**src/rtl/alu_arbiter_pkg.sv**
```systemverilog
// Shared definitions for the ALU arbiter slice: ALU opcodes, arbiter FSM states
// and the round-robin index helper.
package alu_pkg;

  localparam logic [2:0] OP_ADDU = 3'd0;
  localparam logic [2:0] OP_ADDS = 3'd1;
  localparam logic [2:0] OP_SUBU = 3'd2;
  localparam logic [2:0] OP_SUBS = 3'd3;
  localparam logic [2:0] OP_AND  = 3'd4;
  localparam logic [2:0] OP_OR   = 3'd5;
  localparam logic [2:0] OP_XOR  = 3'd6;
  localparam logic [2:0] OP_SHR1 = 3'd7;

  typedef enum logic [1:0] {
    ST_IDLE = 2'd0,
    ST_EXEC = 2'd1,
    ST_RESP = 2'd2
  } arb_state_e;

  // Requester index visited 'off' steps after 'base', wrapping modulo n.
  function automatic int rr_index(input int base, input int off, input int n);
    return (base + off) % n;
  endfunction

endpackage

```
**src/rtl/alu_arbiter_if.sv**
```systemverilog
// Requester-side bus of the ALU arbiter: packed per-requester issue slices
// plus the shared tagged response.
interface alu_arbiter_if #(
  parameter int NUMBITS = 16,
  parameter int NREQ    = 4
);
  localparam int IDW = $clog2(NREQ);

  logic [NREQ-1:0]         req_valid;
  logic [NREQ-1:0]         req_ready;
  logic [NREQ*NUMBITS-1:0] req_a;
  logic [NREQ*NUMBITS-1:0] req_b;
  logic [NREQ*3-1:0]       req_op;
  logic                    rsp_valid;
  logic [IDW-1:0]          rsp_id;
  logic [NUMBITS-1:0]      rsp_result;
  logic                    rsp_carryout;
  logic                    rsp_overflow;
  logic                    rsp_zero;

  modport master (
    output req_valid, req_a, req_b, req_op,
    input  req_ready, rsp_valid, rsp_id, rsp_result, rsp_carryout, rsp_overflow, rsp_zero
  );

  modport slave (
    input  req_valid, req_a, req_b, req_op,
    output req_ready, rsp_valid, rsp_id, rsp_result, rsp_carryout, rsp_overflow, rsp_zero
  );
endinterface

```
**src/rtl/alu_arbiter_rr.sv**
```systemverilog
// Combinational round-robin picker: first requester after ptr, wrapping.
// The pointer register itself lives in alu_arbiter.
module rr_arbiter
  import alu_pkg::*;
#(
  parameter int NREQ = 4,
  localparam int IDW = $clog2(NREQ)
) (
  input  logic [NREQ-1:0] req,
  input  logic [IDW-1:0]  ptr,
  output logic [NREQ-1:0] gnt,
  output logic [IDW-1:0]  gnt_id
);

  logic [IDW-1:0] idx_s;
  logic           found_s;

  // Walk ptr+1 .. ptr+NREQ and keep the first asserted request.
  always_comb begin
    gnt     = '0;
    gnt_id  = '0;
    idx_s   = '0;
    found_s = 1'b0;
    for (int off = 1; off <= NREQ; off++) begin
      idx_s = IDW'(rr_index(int'(ptr), off, NREQ));
      if (!found_s && req[idx_s]) begin
        found_s    = 1'b1;
        gnt[idx_s] = 1'b1;
        gnt_id     = idx_s;
      end else begin
        found_s = found_s;
      end
    end
  end

endmodule

```
**src/rtl/alu_arbiter.sv**
```systemverilog
// Round-robin arbiter sharing one registered ALU among NREQ requesters.
// Build option ALU_ARB_ZERO_FIX_EN: rsp_zero reflects result==0 for every opcode.
module alu_arbiter
  import alu_pkg::*;
#(
  parameter int NUMBITS = 16,
  parameter int NREQ    = 4
) (
  input  logic               clk,
  input  logic               reset,
  alu_arbiter_if.slave       bus,
  output logic               alu_reset,
  output logic [NUMBITS-1:0] alu_a,
  output logic [NUMBITS-1:0] alu_b,
  output logic [2:0]         alu_opcode,
  input  logic [NUMBITS-1:0] alu_result,
  input  logic               alu_carryout,
  input  logic               alu_overflow,
  input  logic               alu_zero
);

  localparam int IDW = $clog2(NREQ);

  arb_state_e         state_q, state_d;
  logic [IDW-1:0]     ptr_q, ptr_d;
  logic [IDW-1:0]     gnt_id_q, gnt_id_d;
  logic [NUMBITS-1:0] alu_a_q, alu_a_d;
  logic [NUMBITS-1:0] alu_b_q, alu_b_d;
  logic [2:0]         alu_opcode_q, alu_opcode_d;
  logic               rsp_valid_q, rsp_valid_d;
  logic [IDW-1:0]     rsp_id_q, rsp_id_d;
  logic [NUMBITS-1:0] rsp_result_q, rsp_result_d;
  logic               rsp_carryout_q, rsp_carryout_d;
  logic               rsp_overflow_q, rsp_overflow_d;
  logic               rsp_zero_q, rsp_zero_d;
  logic               zero_s;

  logic [NREQ-1:0]    arb_req_s;
  logic [NREQ-1:0]    gnt_s;
  logic [IDW-1:0]     gnt_id_s;
  logic [NUMBITS-1:0] req_a_s  [NREQ];
  logic [NUMBITS-1:0] req_b_s  [NREQ];
  logic [2:0]         req_op_s [NREQ];

  for (genvar g = 0; g < NREQ; g++) begin : g_unpack
    assign req_a_s[g]  = bus.req_a[g*NUMBITS +: NUMBITS];
    assign req_b_s[g]  = bus.req_b[g*NUMBITS +: NUMBITS];
    assign req_op_s[g] = bus.req_op[g*3 +: 3];
  end

  // Only offer requests to the picker when a grant can actually be taken.
  assign arb_req_s = (state_q == ST_IDLE && !reset) ? bus.req_valid : '0;

  rr_arbiter #(.NREQ(NREQ)) u_rr (
    .req    (arb_req_s),
    .ptr    (ptr_q),
    .gnt    (gnt_s),
    .gnt_id (gnt_id_s)
  );

`ifdef ALU_ARB_ZERO_FIX_EN
  assign zero_s = (alu_result == '0);
`else
  assign zero_s = alu_zero;
`endif

  // Next-state and datapath capture.
  always_comb begin
    state_d        = state_q;
    ptr_d          = ptr_q;
    gnt_id_d       = gnt_id_q;
    alu_a_d        = alu_a_q;
    alu_b_d        = alu_b_q;
    alu_opcode_d   = alu_opcode_q;
    rsp_valid_d    = 1'b0;
    rsp_id_d       = rsp_id_q;
    rsp_result_d   = rsp_result_q;
    rsp_carryout_d = rsp_carryout_q;
    rsp_overflow_d = rsp_overflow_q;
    rsp_zero_d     = rsp_zero_q;
    case (state_q)
      ST_IDLE: begin
        if (|gnt_s) begin
          state_d      = ST_EXEC;
          ptr_d        = gnt_id_s;
          gnt_id_d     = gnt_id_s;
          alu_a_d      = req_a_s[gnt_id_s];
          alu_b_d      = req_b_s[gnt_id_s];
          alu_opcode_d = req_op_s[gnt_id_s];
        end else begin
          state_d = ST_IDLE;
        end
      end
      ST_EXEC: state_d = ST_RESP;
      ST_RESP: begin
        // ALU registered its result at the edge that ended EXEC.
        state_d        = ST_IDLE;
        rsp_valid_d    = 1'b1;
        rsp_id_d       = gnt_id_q;
        rsp_result_d   = alu_result;
        rsp_carryout_d = alu_carryout;
        rsp_overflow_d = alu_overflow;
        rsp_zero_d     = zero_s;
      end
      default: state_d = ST_IDLE;
    endcase
  end

  // State and output registers; reset drops any in-flight operation.
  always_ff @(posedge clk) begin
    if (reset) begin
      state_q        <= ST_IDLE;
      ptr_q          <= IDW'(NREQ - 1);
      gnt_id_q       <= '0;
      alu_a_q        <= '0;
      alu_b_q        <= '0;
      alu_opcode_q   <= 3'd0;
      rsp_valid_q    <= 1'b0;
      rsp_id_q       <= '0;
      rsp_result_q   <= '0;
      rsp_carryout_q <= 1'b0;
      rsp_overflow_q <= 1'b0;
      rsp_zero_q     <= 1'b0;
    end else begin
      state_q        <= state_d;
      ptr_q          <= ptr_d;
      gnt_id_q       <= gnt_id_d;
      alu_a_q        <= alu_a_d;
      alu_b_q        <= alu_b_d;
      alu_opcode_q   <= alu_opcode_d;
      rsp_valid_q    <= rsp_valid_d;
      rsp_id_q       <= rsp_id_d;
      rsp_result_q   <= rsp_result_d;
      rsp_carryout_q <= rsp_carryout_d;
      rsp_overflow_q <= rsp_overflow_d;
      rsp_zero_q     <= rsp_zero_d;
    end
  end

  assign bus.req_ready    = gnt_s;
  assign bus.rsp_valid    = rsp_valid_q;
  assign bus.rsp_id       = rsp_id_q;
  assign bus.rsp_result   = rsp_result_q;
  assign bus.rsp_carryout = rsp_carryout_q;
  assign bus.rsp_overflow = rsp_overflow_q;
  assign bus.rsp_zero     = rsp_zero_q;
  assign alu_reset        = reset;
  assign alu_a            = alu_a_q;
  assign alu_b            = alu_b_q;
  assign alu_opcode       = alu_opcode_q;

endmodule

```
**src/flat_wrapper.sv**
```systemverilog
// flat-port wrapper written by rule: the top's interface ports become plain ports
module alu_arbiter_flat import alu_pkg::*;
#(
  parameter int NUMBITS = 16,
  parameter int NREQ    = 4
)
  (clk, reset, alu_reset, alu_a, alu_b, alu_opcode, alu_result, alu_carryout, alu_overflow, alu_zero, bus_req_valid, bus_req_a, bus_req_b, bus_req_op, bus_req_ready, bus_rsp_valid, bus_rsp_id, bus_rsp_result, bus_rsp_carryout, bus_rsp_overflow, bus_rsp_zero);
  alu_arbiter_if #(.NUMBITS(NUMBITS), .NREQ(NREQ)) bus_i ();
  input  logic clk;
  input  logic reset;
  output logic alu_reset;
  output logic [NUMBITS-1:0] alu_a;
  output logic [NUMBITS-1:0] alu_b;
  output logic [2:0] alu_opcode;
  input  logic [NUMBITS-1:0] alu_result;
  input  logic alu_carryout;
  input  logic alu_overflow;
  input  logic alu_zero;
  input wire logic [$bits(bus_i.req_valid)-1:0] bus_req_valid;
  input wire logic [$bits(bus_i.req_a)-1:0] bus_req_a;
  input wire logic [$bits(bus_i.req_b)-1:0] bus_req_b;
  input wire logic [$bits(bus_i.req_op)-1:0] bus_req_op;
  output wire logic [$bits(bus_i.req_ready)-1:0] bus_req_ready;
  output wire logic [$bits(bus_i.rsp_valid)-1:0] bus_rsp_valid;
  output wire logic [$bits(bus_i.rsp_id)-1:0] bus_rsp_id;
  output wire logic [$bits(bus_i.rsp_result)-1:0] bus_rsp_result;
  output wire logic [$bits(bus_i.rsp_carryout)-1:0] bus_rsp_carryout;
  output wire logic [$bits(bus_i.rsp_overflow)-1:0] bus_rsp_overflow;
  output wire logic [$bits(bus_i.rsp_zero)-1:0] bus_rsp_zero;
  assign bus_i.req_valid = bus_req_valid;
  assign bus_i.req_a = bus_req_a;
  assign bus_i.req_b = bus_req_b;
  assign bus_i.req_op = bus_req_op;
  assign bus_req_ready = bus_i.req_ready;
  assign bus_rsp_valid = bus_i.rsp_valid;
  assign bus_rsp_id = bus_i.rsp_id;
  assign bus_rsp_result = bus_i.rsp_result;
  assign bus_rsp_carryout = bus_i.rsp_carryout;
  assign bus_rsp_overflow = bus_i.rsp_overflow;
  assign bus_rsp_zero = bus_i.rsp_zero;
  alu_arbiter #(.NUMBITS(NUMBITS), .NREQ(NREQ)) u_core (.clk(clk), .reset(reset), .bus(bus_i), .alu_reset(alu_reset), .alu_a(alu_a), .alu_b(alu_b), .alu_opcode(alu_opcode), .alu_result(alu_result), .alu_carryout(alu_carryout), .alu_overflow(alu_overflow), .alu_zero(alu_zero));
endmodule
```
**config.mk**
```make
export PLATFORM = sky130hd
export DESIGN_NAME = alu_arbiter_flat
export DESIGN_NICKNAME = d
export VERILOG_FILES = /design/src/rtl/alu_arbiter_pkg.sv /design/src/rtl/alu_arbiter_if.sv /design/src/rtl/alu_arbiter_rr.sv /design/src/rtl/alu_arbiter.sv /design/src/flat_wrapper.sv
export SDC_FILE = /design/constraint.sdc
export NUM_CORES = 1
export LEC_CHECK = 0
export CAP_MARGIN = 20
export CORE_UTILIZATION = 41
export CTS_CLUSTER_DIAMETER = 200
export DETAILED_ROUTE_END_ITERATION = 12
export GPL_TIMING_DRIVEN = 0
export PLACE_DENSITY_LB_ADDON = 0.15
export SYNTH_ARGS = -nofsm -noshare
export SYNTH_HDL_FRONTEND = slang
export SYNTH_HIERARCHICAL = 1
export SYNTH_SLANG_ARGS = --single-unit
export TNS_END_PERCENT = 30
```
**constraint.sdc**
```tcl
create_clock -name clk -period 9.1 [get_ports clk]
set_input_delay 2.73 -clock clk [delete_from_list [all_inputs] [get_ports clk]]
set_output_delay 2.73 -clock clk [all_outputs]
set_load 0.01 [all_outputs]
```
==> flow_metrics.tcl, run 1 <==
set metrics [dict create \
    regArea_sq_um 1261 \
    ys.flop_type "dfxtp_1" \
    htree_num_levels 3 \
    dieArea_sq_um 9463 \
    yosysSeqAreaShare_pct 33.88 \
    numPortBuffers 225 \
    syn_nets 557 \
    crit_family "buffers and inverters" \
    start_util_pct 42.48 \
    cts_tree "built" \
    finish.instance_area_sq_um 6336 \
    fin_ws_ns 1.053 \
    ys_types 41 \
    total_leakage_power_nw 2.233 \
    final_cells 733 \
    wl_per_cell_um 17.10 \
    io_pins 227 \
    r2r-start "u_core/state_q[0]$_SDFF_PP0_" \
    placeableCoreArea_sq_um 8763 \
    drv_cap 0 \
    max_stage_delay_ns 0.58 \
    yosys-top-cells-area "dfxtp_1 34%, mux4_2 22%, a21oi_1 8.1%, nand2_1 5.1%, o21ai_0 4.6%" \
    hold_start "u_core/gnt_id_q[0]$_SDFFE_PP0P_" \
    crit_start "reset" \
    clkSinkCount 63 \
    clock_latency_ns 0.33 \
    power_density_nw_per_um2 310.3 \
    synthArstFlopShare_pct 0 \
    total_power_mw 1.966 \
    dpl_cell_area_sq_um 6110 \
    hpwl_mm 10.27 \
    nets 793 \
    setup_viol 0 \
    max_freq_mhz 124.3 \
    drive_gt1_share_pct 14.40 \
    cp_data_arrival_time_ns 5.32 \
    cts_setup_buffers 0 \
    ir_drop_uv 180.7 \
    period_minus_slack_ns 8.047 \
    finClkSkew_ns 0.01552 \
    synth_top_area_cell "dfxtp_1" \
    synth_edf_count 0 \
    place_inst 717 \
    yosys_register_bits 63 \
    synth_top_area_share_pct 33.88 \
    overflow 0 \
    whs_endpoint "u_core/bus.rsp_id[0]$_SDFFE_PP0P_" \
    ys_top_cells_by_count "63 x dfxtp_1, 60 x a21oi_1, 51 x nand2_1" \
    rr_worst_depth 11 \
    min_path_cells 2 \
    path_clk_slew_ns 0.06 \
    die_h_um 97.28 \
    synth_cells 384 \
    grt_pass1_vias 4024 \
    clock_path_buffers 2 \
    max_slew_margin_pct 55.01 \
    drtIter0Drc 97 \
    fp-row-count 34 \
    first_pass_iters 4 \
    drc 0 \
    hold_path.class "reg2reg" \
    synthesis.area_sq_um 3722 \
    cp-start-kind "primary input" \
    setup_tns_ns 0 \
    antenna_left 0 \
    yosys_warnings 6 \
    globalRouteTotalUtil_pct 26.55 \
    reg2reg_to "u_core/alu_b[10]$_SDFFE_PP0P_" \
    cts_buffers 9 \
    drt_wl_total_mm 12.54 \
    cts_hold_buf 0 \
    final-hold-violation-count 0 \
    multiInputGateArea_sq_um 2217 \
    antenna_found_initial 0 \
    fillers 698 \
    reg2reg_slack_ns 5.53 \
    fin_crit_sh_pct 88.42 \
    gp_congestion 0.8003 \
    path_class "in2out" \
    syn_avg_cell_area_sq_um 9.694 \
    die_x_um 97.28 \
    drv_slew 0 \
    vias 3982 \
    status "finished, final reports clean" \
    cp.required_ns 6.37 \
    critPathMaxFanout 10 \
    areaGrowthSynthToFinish_pct 70.22 \
    grt_max_degree 14 \
    cpMaxStageDelayCell "clkdlybuf4s50_1" \
    yosysMostFrequentCell "dfxtp_1" \
    path_buf_inv 3 \
    crit_chain "clkbuf_1, nor2_1, and2_1, buf_6, nor2_2, a21oi_1, o41ai_2, a221o_1, clkdlybuf4s50_1" \
    diodes 0 \
    worst_pin_slew_ns 0.6676 \
    root_buffer "clkbuf_8" \
    end_kind "primary output" \
    grt_pass1_wl_mm 19.98 \
    dp_slack_ns 1.068 \
    drt-vias-per-instance 5.432 \
    rsz0062_at_grt "false" \
    cts_resized 0 \
]
## stage by stage
stage          utilization, %  hold WS (ns)
2_1_floorplan               -        0.4284
3_3_place_gp            69.72        0.4418
3_5_place_dp            69.72        0.4452
4_1_cts                 72.30        0.4544
5_1_grt                 72.30        0.4818
6_report                72.30        0.4518
## per-layer routing
metal  vias to the layer above  wire length [um]  track usage, %
met3                        27              1018           6.331
met1                      1864              4661           29.19
met2                       195              6478           48.86
met5                         -                 0               0
li1                       1896                 -               -
met4                         0               378           10.75
## final cells by class
cell class	count	share of cell area (%)
multi-input combinational	279	34.99
buffer	38	3.614
clock inverter	7	1.619
clock buffer	9	1.955
inverter	4	0.2370
sequential	63	19.91
tap	108	2.133
timing repair buffer	225	35.55
## power by group
| group | total (mW) | internal, mW | switching (mW) | leakage [nW] |
|---|---|---|---|---|
| Combinational | 1.32 | 0.650 | 0.668 | 1.61 |
| Clock | 0.273 | 0.158 | 0.116 | 0.111 |
| Sequential | 0.376 | 0.339 | 0.0368 | 0.515 |
## worst reg2reg max path: cells and delay by family, from the launching register on
kind                   cells  cell delay [ns]
and+or+nand+nor            5             1.61
AOI/OAI and AO/OA          5             1.17
buffers and inverters      1             0.37
DFF                        1             0.35
## registers in the layout, summed over array words and instances, names as in the netlist, 2 cells and up
name,cells
u_core/bus.rsp_id,2
u_core/state_q,2
u_core/gnt_id_q,2
u_core/ptr_q,2
u_core/alu_a,16
u_core/bus.rsp_result,16
u_core/alu_b,16
u_core/alu_opcode,3
## how the worst max path moves through the flow
stage	to	slack (ns)	cells after the start
6_report	bus_req_ready[1]	1.05	9
5_1_grt	bus_req_ready[1]	0.83	9
4_1_cts	bus_req_ready[1]	1.07	9
3_5_place_dp	bus_req_ready[1]	1.07	9
3_3_place_gp	bus_req_ready[1]	1.14	9
2_1_floorplan	bus_req_ready[0]	2.01	8
## kinds of logic (layout without fill, tap and decap cells)
group                      Yosys count  after routing  share of synthesized area, %
buffers and inverters               42            283                         6.555
AOI/OAI and AO/OA                  120            120                         18.25
adders and majority gates            8              8                         2.689
muxes                               38             38                         22.69
and+or+nand+nor                    113            113                         15.93
DFF                                 63             63                         33.88
## layout by cell type (no fill, tap or decap), types with 4 or more instances in the layout
cell | Yosys | routed
and2_1 | 4 | 4
buf_2 | 6 | 6
mux4_2 | 37 | 37
o21ai_1 | 13 | 13
o21ai_0 | 34 | 34
dfxtp_1 | 63 | 63
nand3_2 | 10 | 10
ha_1 | 8 | 8
a221o_1 | 4 | 4
clkbuf_1 | 18 | 18
clkdlybuf4s50_1 | 0 | 225
a21oi_1 | 60 | 60
buf_6 | 9 | 9
nor2_1 | 4 | 4
nand3_1 | 27 | 27
nand2_1 | 51 | 51
clkbuf_8 | 0 | 9
(Power assumes the default switching activity.)
==> run 2, diff against run 1 <==
--- a/config.mk
+++ b/config.mk
@@ -5,10 +5,12 @@
 export SDC_FILE = /design/constraint.sdc
 export NUM_CORES = 1
 export LEC_CHECK = 0
+export ABC_CLOCK_PERIOD_IN_PS = 9100
 export CAP_MARGIN = 20
-export CORE_UTILIZATION = 41
+export CORE_UTILIZATION = 50
 export CTS_CLUSTER_DIAMETER = 200
 export DETAILED_ROUTE_END_ITERATION = 12
+export DONT_BUFFER_PORTS = 1
 export GPL_TIMING_DRIVEN = 0
 export PLACE_DENSITY_LB_ADDON = 0.15
 export SYNTH_ARGS = -nofsm -noshare
==> flow_metrics.tcl, run 2 (synthesis gave the netlist of run 1 again) <==
set metrics [dict create \
    setup_tns_ns 0 \
    final-hold-violation-count 0 \
    place_inst 483 \
    period_minus_slack_ns 7.494 \
    grt_pass1_wl_mm 14.88 \
    gp_congestion 0.7937 \
    layout_commonest_cell "dfxtp_1" \
    path_clk_slew_ns 0.08 \
    antenna_found_initial 0 \
    die_h_um 88.28 \
    setup_viol 0 \
    cts_resized 0 \
    cts_tree "built" \
    clock_latency_ns 0.34 \
    drt_wl_total_mm 10.21 \
    reg2reg_slack_ns 5.49 \
    clock_path_buffers 2 \
    crit_family "compound AO/OA/AOI/OAI gates" \
    max_slew_margin_pct 55.54 \
    die_x_um 88.28 \
    first_pass_iters 4 \
    htree_num_levels 3 \
    clkSinkCount 63 \
    grt_max_degree 14 \
    max_stage_delay_ns 0.54 \
    antenna_left 0 \
    cts_buffers 9 \
    wl_per_cell_um 20.47 \
    cts_setup_buffers 0 \
    cts_hold_buf 0 \
    ir_drop_uv 189.0 \
    rsz0062_at_grt "false" \
    numPortBuffers 0 \
    crit_chain "clkbuf_1, nor2_1, and2_1, buf_6, and3b_1, a21oi_1, o41ai_2, a221o_1" \
    path_buf_inv 2 \
    path_class "in2out" \
    cp-start-kind "primary input" \
    final_cells 499 \
    overflow 0 \
    dieArea_sq_um 7793 \
    diodes 0 \
    drc 0 \
    drv_slew 0 \
    min_path_cells 2 \
    critPathMaxFanout 10 \
    total_leakage_power_nw 1.383 \
    finClkSkew_ns 0.01253 \
    final_cell_mix "63 x dfxtp_1, 60 x a21oi_1, 51 x nand2_1" \
    worst-path-stages 8 \
    areaGrowthSynthToFinish_pct 9.344 \
    max_freq_mhz 133.4 \
    io_pins 227 \
    drv_cap 0 \
    placeableCoreArea_sq_um 7214 \
    hpwl_mm 7.939 \
    fin_crit_sh_pct 82.36 \
    root_buffer "clkbuf_8" \
    rr_worst_depth 11 \
    status "finished, final reports clean" \
    worst_pin_slew_ns 0.6596 \
    drtIter0Drc 105 \
    vias 3131 \
    start_util_pct 51.60 \
    nets 568 \
    fp-row-count 31 \
    end_kind "primary output" \
    power_density_nw_per_um2 437.8 \
    globalRouteTotalUtil_pct 25.61 \
    drt-vias-per-instance 6.275 \
    cp.required_ns 6.37 \
    cp_data_arrival_time_ns 4.76 \
    fillers 677 \
    drive_gt1_share_pct 22.50 \
    grt_pass1_vias 3007 \
    cpMaxStageDelayCell "o41ai_2" \
    hold_path.class "reg2reg" \
]
## run 2: changes by cell type in the layout (fill, tap and decap cells not counted)
cell	delta
inv_6	+1
clkinvlp_4	-1
clkinv_2	+1
clkdlybuf4s50_1	-225
clkinv_4	-1
## run 2: worst paths after layout
check / to / from
max: bus_req_ready[2] / reset
max reg2reg: u_core/alu_b[12]$_SDFFE_PP0P_ / u_core/state_q[0]$_SDFF_PP0_
min reg2reg: u_core/bus.rsp_id[0]$_SDFFE_PP0P_ / u_core/gnt_id_q[0]$_SDFFE_PP0P_
min: u_core/bus.rsp_id[0]$_SDFFE_PP0P_ / u_core/gnt_id_q[0]$_SDFFE_PP0P_
## run 2: layer usage
layer  routed length, um  share of wire, %  up-vias  global-route usage [%]
li1                    -                 -     1450                       -
met1                3938                39     1503                   29.09
met2                5257                51      168                   46.50
met3                 891               8.7       10                   7.090
met4                 126               1.2        0                   8.065
met5                   0                 0        -                       0
## run 2: through the flow
step	cell area, sq um	hold WS [ns]	util, %	power [mW]	setup WS, ns
after floorplan	3722	0.4284	-	1.298	2.009
after global placement	3846	0.4380	53.31	1.494	1.655
after detailed placement	3846	0.4491	53.31	1.507	1.601
after CTS	4070	0.4459	56.42	1.789	1.607
after global routing	4070	0.4588	56.42	1.909	1.475
final	4070	0.4405	56.42	1.782	1.606
## run 2: final cells by class
class / instances / area [sq um] / share of cell area [%]
well taps: 99 / 123.9 / 3.043
multi-input cells: 279 / 2217 / 54.47
inverters: 4 / 15.01 / 0.3689
plain buffers: 38 / 229.0 / 5.626
flip-flops and latches: 63 / 1261 / 30.99
clock inverters: 7 / 100.1 / 2.459
clock buffers: 9 / 123.9 / 3.043
## run 2: power by group
part	switching, mW	internal, mW	total (mW)	leakage [nW]
clock	0.119	0.158	0.277	0.115
combinational	0.601	0.497	1.10	0.752
sequential	0.0680	0.339	0.407	0.515
total	0.788	0.994	1.78	1.38
## run 2: worst min-delay path, cell delays in order (launching register included)
cell and delay [ns]:
dfxtp_1 0.31, nand2_1 0.05, a21oi_1 0.05
==> run 3, diff against run 2 <==
--- a/config.mk
+++ b/config.mk
@@ -5,7 +5,7 @@
 export SDC_FILE = /design/constraint.sdc
 export NUM_CORES = 1
 export LEC_CHECK = 0
-export ABC_CLOCK_PERIOD_IN_PS = 9100
+export ABC_CLOCK_PERIOD_IN_PS = 7150
 export CAP_MARGIN = 20
 export CORE_UTILIZATION = 50
 export CTS_CLUSTER_DIAMETER = 200
==> constraint.sdc (replaced) <==
create_clock -name clk -period 7.15 [get_ports clk]
set_input_delay 2.145 -clock clk [delete_from_list [all_inputs] [get_ports clk]]
set_output_delay 2.145 -clock clk [all_outputs]
set_load 0.01 [all_outputs]
==> results of run 3 <==
The final DEF is identical to that of run 2. Status: finished, final reports clean.
Main changes from that run: setup slack after placement 1.601 ns -> 0.8211 ns; setup slack after layout 1.606 ns -> 0.8257 ns; register-to-register setup slack 5.49 ns -> 3.54 ns; total power 1.782 mW -> 2.268 mW; worst IR drop on VDD 189.0 uV -> 240.5 uV
